[config.mk]
export PLATFORM = sky130hd
export DESIGN_NAME = pipe_stage_fifo
export DESIGN_NICKNAME = d
export VERILOG_FILES = /design/src/rtl/pipe_stage_fifo.sv
export SDC_FILE = /design/constraint.sdc
export NUM_CORES = 1
export LEC_CHECK = 0
export CORE_ASPECT_RATIO = 1.1
export CORE_MARGIN = 5
export CORE_UTILIZATION = 50
export DETAILED_ROUTE_END_ITERATION = 10
export PLACE_DENSITY = 0.89
export SYNTH_ARGS = -nofsm -noshare
export SYNTH_HDL_FRONTEND = slang
export SYNTH_SLANG_ARGS = --single-unit
[constraint.sdc]
create_clock -name clk -period 3.44 [get_ports clk]
set_input_delay 0.688 -clock clk [delete_from_list [all_inputs] [get_ports clk]]
set_output_delay 0.688 -clock clk [all_outputs]
set_load 0.01 [all_outputs]
[src/rtl/pipe_stage_fifo.sv]
// pipe_stage_fifo
//   Pipeline-stage register holding up to DEPTH payloads of WIDTH bits.
//   It sits between fetch/decode/execute/memory/writeback. It adds three
//   things to a plain stage register: a flush that squashes wrong-path
//   entries, an occupancy output, and a saturating back-pressure stall
//   counter.
//
// Ports
//   clk        rising-edge clock
//   rst        synchronous reset, active-high
//   flush      drop every buffered entry and any same-cycle input
//   s_valid    upstream payload valid
//   s_ready    stage can accept this cycle
//   s_data     upstream payload
//   m_valid    head entry valid
//   m_ready    downstream accepts the head
//   m_data     head entry payload (registered, no bypass)
//   occupancy  number of valid entries
//   stall_cnt  cycles with m_valid=1 and m_ready=0, saturating
//
// Handshake: on each side a transfer happens at a rising edge where valid
// and ready are both 1. Valid must not depend on ready. s_ready depends only
// on stored state and rst, so there is no combinational path from m_ready to
// s_ready. The upstream must hold s_data stable while s_valid=1 and
// s_ready=0. This block does not check that.
module pipe_stage_fifo #(
   parameter int WIDTH = 32,
   parameter int DEPTH = 2,
   parameter int CNT_W = 32
) (
   input  logic                       clk,
   input  logic                       rst,
   input  logic                       flush,
   input  logic                       s_valid,
   output logic                       s_ready,
   input  logic [WIDTH-1:0]           s_data,
   output logic                       m_valid,
   input  logic                       m_ready,
   output logic [WIDTH-1:0]           m_data,
   output logic [$clog2(DEPTH+1)-1:0] occupancy,
   output logic [CNT_W-1:0]           stall_cnt
);

   localparam int PTR_W = (DEPTH > 1) ? $clog2(DEPTH) : 1;
   localparam int OCC_W = $clog2(DEPTH + 1);
   localparam logic [PTR_W-1:0] LAST_PTR = PTR_W'(DEPTH - 1);
   localparam logic [OCC_W-1:0] FULL_CNT = OCC_W'(DEPTH);

   logic [WIDTH-1:0] mem [DEPTH];
   logic [PTR_W-1:0] rdPtr;
   logic [PTR_W-1:0] wrPtr;
   logic [OCC_W-1:0] count;
   logic             push;
   logic             pop;
   logic             stallEvent;

   // DEPTH need not be a power of two, so pointers wrap by explicit compare.
   function automatic logic [PTR_W-1:0] nextPtr(input logic [PTR_W-1:0] p);
      return (p == LAST_PTR) ? '0 : p + PTR_W'(1);
   endfunction

   // s_ready uses only the pre-pop count. A full stage therefore never
   // accepts, even when the head leaves in the same cycle.
   assign s_ready    = ~rst & (count < FULL_CNT);
   assign m_valid    = (count != '0);
   assign m_data     = mem[rdPtr];
   assign occupancy  = count;

   // Flush overrides both handshakes. Nothing is written and nothing is
   // reported as consumed.
   assign push       = s_valid & s_ready & ~flush;
   assign pop        = m_valid & m_ready & ~flush;
   assign stallEvent = m_valid & ~m_ready & ~flush;

   always_ff @(posedge clk) begin
      if (rst) begin
         count     <= '0;
         rdPtr     <= '0;
         wrPtr     <= '0;
         stall_cnt <= '0;
         for (int i = 0; i < DEPTH; i++) begin
            mem[i] <= '0;
         end
      end else begin
         if (flush) begin
            count <= '0;
            rdPtr <= '0;
            wrPtr <= '0;
         end else begin
            if (push) begin
               mem[wrPtr] <= s_data;
               wrPtr      <= nextPtr(wrPtr);
            end
            if (pop) begin
               rdPtr <= nextPtr(rdPtr);
            end
            if (push && !pop) begin
               count <= count + OCC_W'(1);
            end else if (pop && !push) begin
               count <= count - OCC_W'(1);
            end
         end
         // Flush does not clear stall_cnt. The counter holds at all-ones.
         if (stallEvent && (stall_cnt != '1)) begin
            stall_cnt <= stall_cnt + CNT_W'(1);
         end
      end
   end

endmodule

Word level (Yosys, flattened, before mapping). Memories as Yosys holds them, arrays and structs flattened. A register that Yosys moved wholly into a read port is not among the register bits. Index checks and enable logic that the tools add are counted.

Register bits after elaboration: 36. RAM bits: 64. Input bits: 37. Memories kept: 1.

$add $sub $neg: 5. $lt $le $gt $ge: 1. Equal/unequal tests: 1. Mux-type cells: 15. Bitwise logic cells: 10. Reductions and logical operators: 9.

Memories: mem (words 2, bits a word 32, rd ports 1, clocked after Yosys merged registers in 1, write ports 2, RTL line 49) `logic [WIDTH-1:0] mem [DEPTH];`.

Operator list (count): $add 32x1->32 const B (1); $mux 32 (1); $ne 32x32->1 const B (1); $reduce_or 32->1 (1); $mux 1 (12); $and 1x1->1 (7); $mux 2 (2); $reduce_bool 2->1 (2); $logic_and 1x1->1 (3); $not 1->1 (3); $add 1x1->1 const B (2); $add 2x1->2 const B (1); $logic_not 1->1 (2); $lt 2x2->1 const B (1); $reduce_or 2->1 (1); $sub 2x1->2 const B (1).

Logic depth before layout (Yosys ltp).
Word-level depth: 10. Gate-level depth with buffers: 9. Depth with buffers taken out: 8.

Worst setup path after synthesis. OpenSTA, ideal clock, no wires.

Path type: input -> register. Start point: input flush. End point: memory mem[1][0], enable pin. Arrival time: 2.385 ns. Data required time: 3.052 ns. Slack: 0.668 ns. Stages: 4. Path through: clkbuf_1 nor4b_2 clkbuf_1 a21o_1.

RTL lines: start: declaration (RTL line 33) `input logic flush,`; end: declaration (RTL line 49).

==> impl_metrics.tcl <==
set metrics [dict create \
    status "finished, final reports clean" \
    hold_viol_final 0 \
    synthTopCellsByArea "edfxtp_1 (40%), dfxtp_1 (16%), mux2_2 (9.9%), and2_1 (4.6%), and3_1 (4.5%)" \
    ys_seq_area_share_pct 55.9 \
    dp_cells 618 \
    vias 3624 \
    setup_slack_ps 781 \
    skew_ps 9.49 \
    finalSetupViolations 0 \
    power_density_nw_per_um2 369 \
    required_ps 2750 \
    p_comb_share_pct 9.4 \
    dp_hpwl_mm 7.56 \
    grt_usage_pct 19.2 \
    grt-busiest-layer "met2" \
    wl_mm 11.0 \
    ys.flop_type "edfxtp_1" \
    worstPathArrival_ps 1970 \
    synth_common_cells "edfxtp_1 (64), mux2_2 (42), dfxtp_1 (37)" \
    first_iter_violations 147 \
    grt_pass1_vias 3625 \
    finalSetupTns_ps 0 \
    syn_area_um2 4770 \
    final_cell_area_um2 6080 \
    tritoncts "built" \
    firstDrtPassIters 4 \
    r2r_slack_ps 1210 \
    peakVddDrop_mv 0.256 \
    grt_util_met1_pct 26.0 \
    fin_cells 634 \
    synth_top_area_share_pct 40.3 \
    wl_per_cell_um 17.3 \
    post_cts_buffers 0 \
    cts.path.max_buffers 2 \
    switching_share_pct 23.7 \
    dieArea_um2 11600 \
    initial_core_util_pct 51.0 \
    rsz0062_at_grt "false" \
    grt_antenna_before_repair 0 \
    drtAntennaViolNets 0 \
    die_h_um 112 \
    dp_worst_setup_slack_ps 640 \
    timing.rr.end "stall_cnt[31]" \
    rows 37 \
    power_switching_uw 534 \
    synth-edff-count 64 \
    avgSynthCellArea_um2 11.5 \
    synthArstFlopShare_pct 0 \
    root_buffer "clkbuf_8" \
    rr_startpoint "stall_cnt[8]" \
    path_max_fanout 32 \
    post_cts_resized 0 \
    post-route-min-period_ps 2660 \
    slew_headroom_pct 54.2 \
    clkPwrFrac_pct 31.2 \
    synth-seq-cells 101 \
    syn_to_final_growth_pct 27.7 \
    final_max_slew_viol_count 0 \
    htreeDepth 3 \
    power.leakage_nw 2.25 \
    holdBufCountCts 0 \
    grt_pass1_wl_mm 17.8 \
    placed_area_um2 5900 \
    synth_top_area_cell "edfxtp_1" \
    coreArea_um2 9350 \
    worst_slew_pin_slew_ps 684 \
    num_antenna_cells 0 \
    min-delay-start "stall_cnt[28]" \
    viasPerCell 5.72 \
    hold_end "stall_cnt[28]" \
    grt_use_met3_pct 4.47 \
    syn_nets 455 \
    path_clk_slew_ps 100 \
    drc 0 \
    fin_nets 551 \
    gr-usage-met2_pct 31.0 \
    grt_max_degree 55 \
    fin_crit_sh_pct 77.3 \
    ios 105 \
    grt-ovfl-total 0 \
    seqPwrFrac_pct 59.5 \
    clock-sinks 101 \
    drive_gt1_share_pct 16.2 \
    clk_latency_ps 360 \
    worstHoldPathType "register to register" \
    yosysWarnings 0 \
    p_int_mw 1.71 \
    timing_worst_setup_path_type "register to primary output" \
    endpoint_kind "primary output" \
    gp_congestion 0.869 \
    cts-buffers-inserted 9 \
    r2r_cells 5 \
    synthDistinctLibCells 43 \
    synth.most_common_cell "edfxtp_1" \
    min_delay_path_depth 2 \
    fmax_mhz 376 \
    maxCapViolCount 0 \
    holdWs_ps 519 \
    cp-start-kind "register" \
    syn_inst 416 \
    port-buffer-count 104 \
    die_w_um 103 \
]
-- flip-flops by register name, indices dropped and copies added, names as in the netlist, named ones only --
| register | count |
|---|---|
| mem | 64 |
| stall_cnt | 32 |
| occupancy | 2 |
| rdPtr | 1 |
| wrPtr | 1 |
-- worst max-delay path, stage by stage, from the launching register on --
cell             delay, ps
dfxtp_1                320
buf_4                  370
mux2_2                 400
clkdlybuf4s50_1        500
-- routing by layer --
layer / wire length, µm / part of all wire, % / vias to the layer above
li1: - / - / 1723
met1: 4760 / 43 / 1748
met2: 5280 / 48 / 143
met3: 808 / 7.4 / 10
met4: 119 / 1.1 / 0
met5: 0 / 0 / -
-- cell families (layout without fill, tap and decap cells) --
family | after synthesis | in the layout | synth area share, %
adders and majority gates | 2 | 2 | 0.525
and+or+nand+nor | 192 | 192 | 24.1
muxes | 43 | 43 | 10.2
xor gates and xnor gates | 7 | 7 | 1.29
buffers and inverters | 32 | 133 | 3.15
DFF | 101 | 101 | 55.9
AOI/OAI and AO/OA | 39 | 39 | 4.83
-- power by group through the flow --
stage	clock, mW	combinational (mW)	sequential (mW)
after floorplan	0	0.0920	1.36
after global placement	0	0.207	1.36
after detailed placement	0	0.211	1.37
after CTS	0.710	0.213	1.34
after global routing	0.770	0.226	1.34
final	0.700	0.211	1.34
-- worst max-delay path by stage --
stage,cells past startpoint,end,slack [ps]
after floorplan,4,mem[1][0],670
after global placement,5,mem[0][22],720
after detailed placement,5,mem[0][16],640
after CTS,3,m_data[26],760
after global routing,3,m_data[28],700
final,3,m_data[26],780
-- stage by stage --
step | util, % | total power [mW]
final | 65.1 | 2.25
after global routing | 65.1 | 2.34
after CTS | 65.1 | 2.26
after detailed placement | 63.1 | 1.58
after global placement | 63.1 | 1.57
after floorplan | - | 1.45
-- layout by cell type (no fill, tap or decap), types with 3 or more instances in the layout --
cell / n
and4_1: 4
nor2_1: 21
nor2b_1: 14
o31ai_1: 7
a21oi_1: 16
or2_2: 4
or4_1: 11
nand3_1: 14
nand4_1: 9
and3_1: 34
buf_4: 10
inv_1: 3
or3_1: 7
edfxtp_1: 64
nor3_1: 8
clkbuf_8: 9
o21ai_0: 11
dfxtp_1: 37
mux2_2: 42
and2_1: 35
xnor2_1: 4
clkdlybuf4s50_1: 103
nor4_1: 5
xor2_1: 3
nand2_1: 15
-- final cells by class --
cell class                 count  area, µm²
tap                          117        146
multi-input combinational    283       1970
clock buffer                   9        124
sequential                   101       2660
fill                         740       3270
timing repair buffer         114       1110
inverter                       3       11.3
clock inverter                 7       58.8
Note: power is estimated with default switching activity, not from simulation.
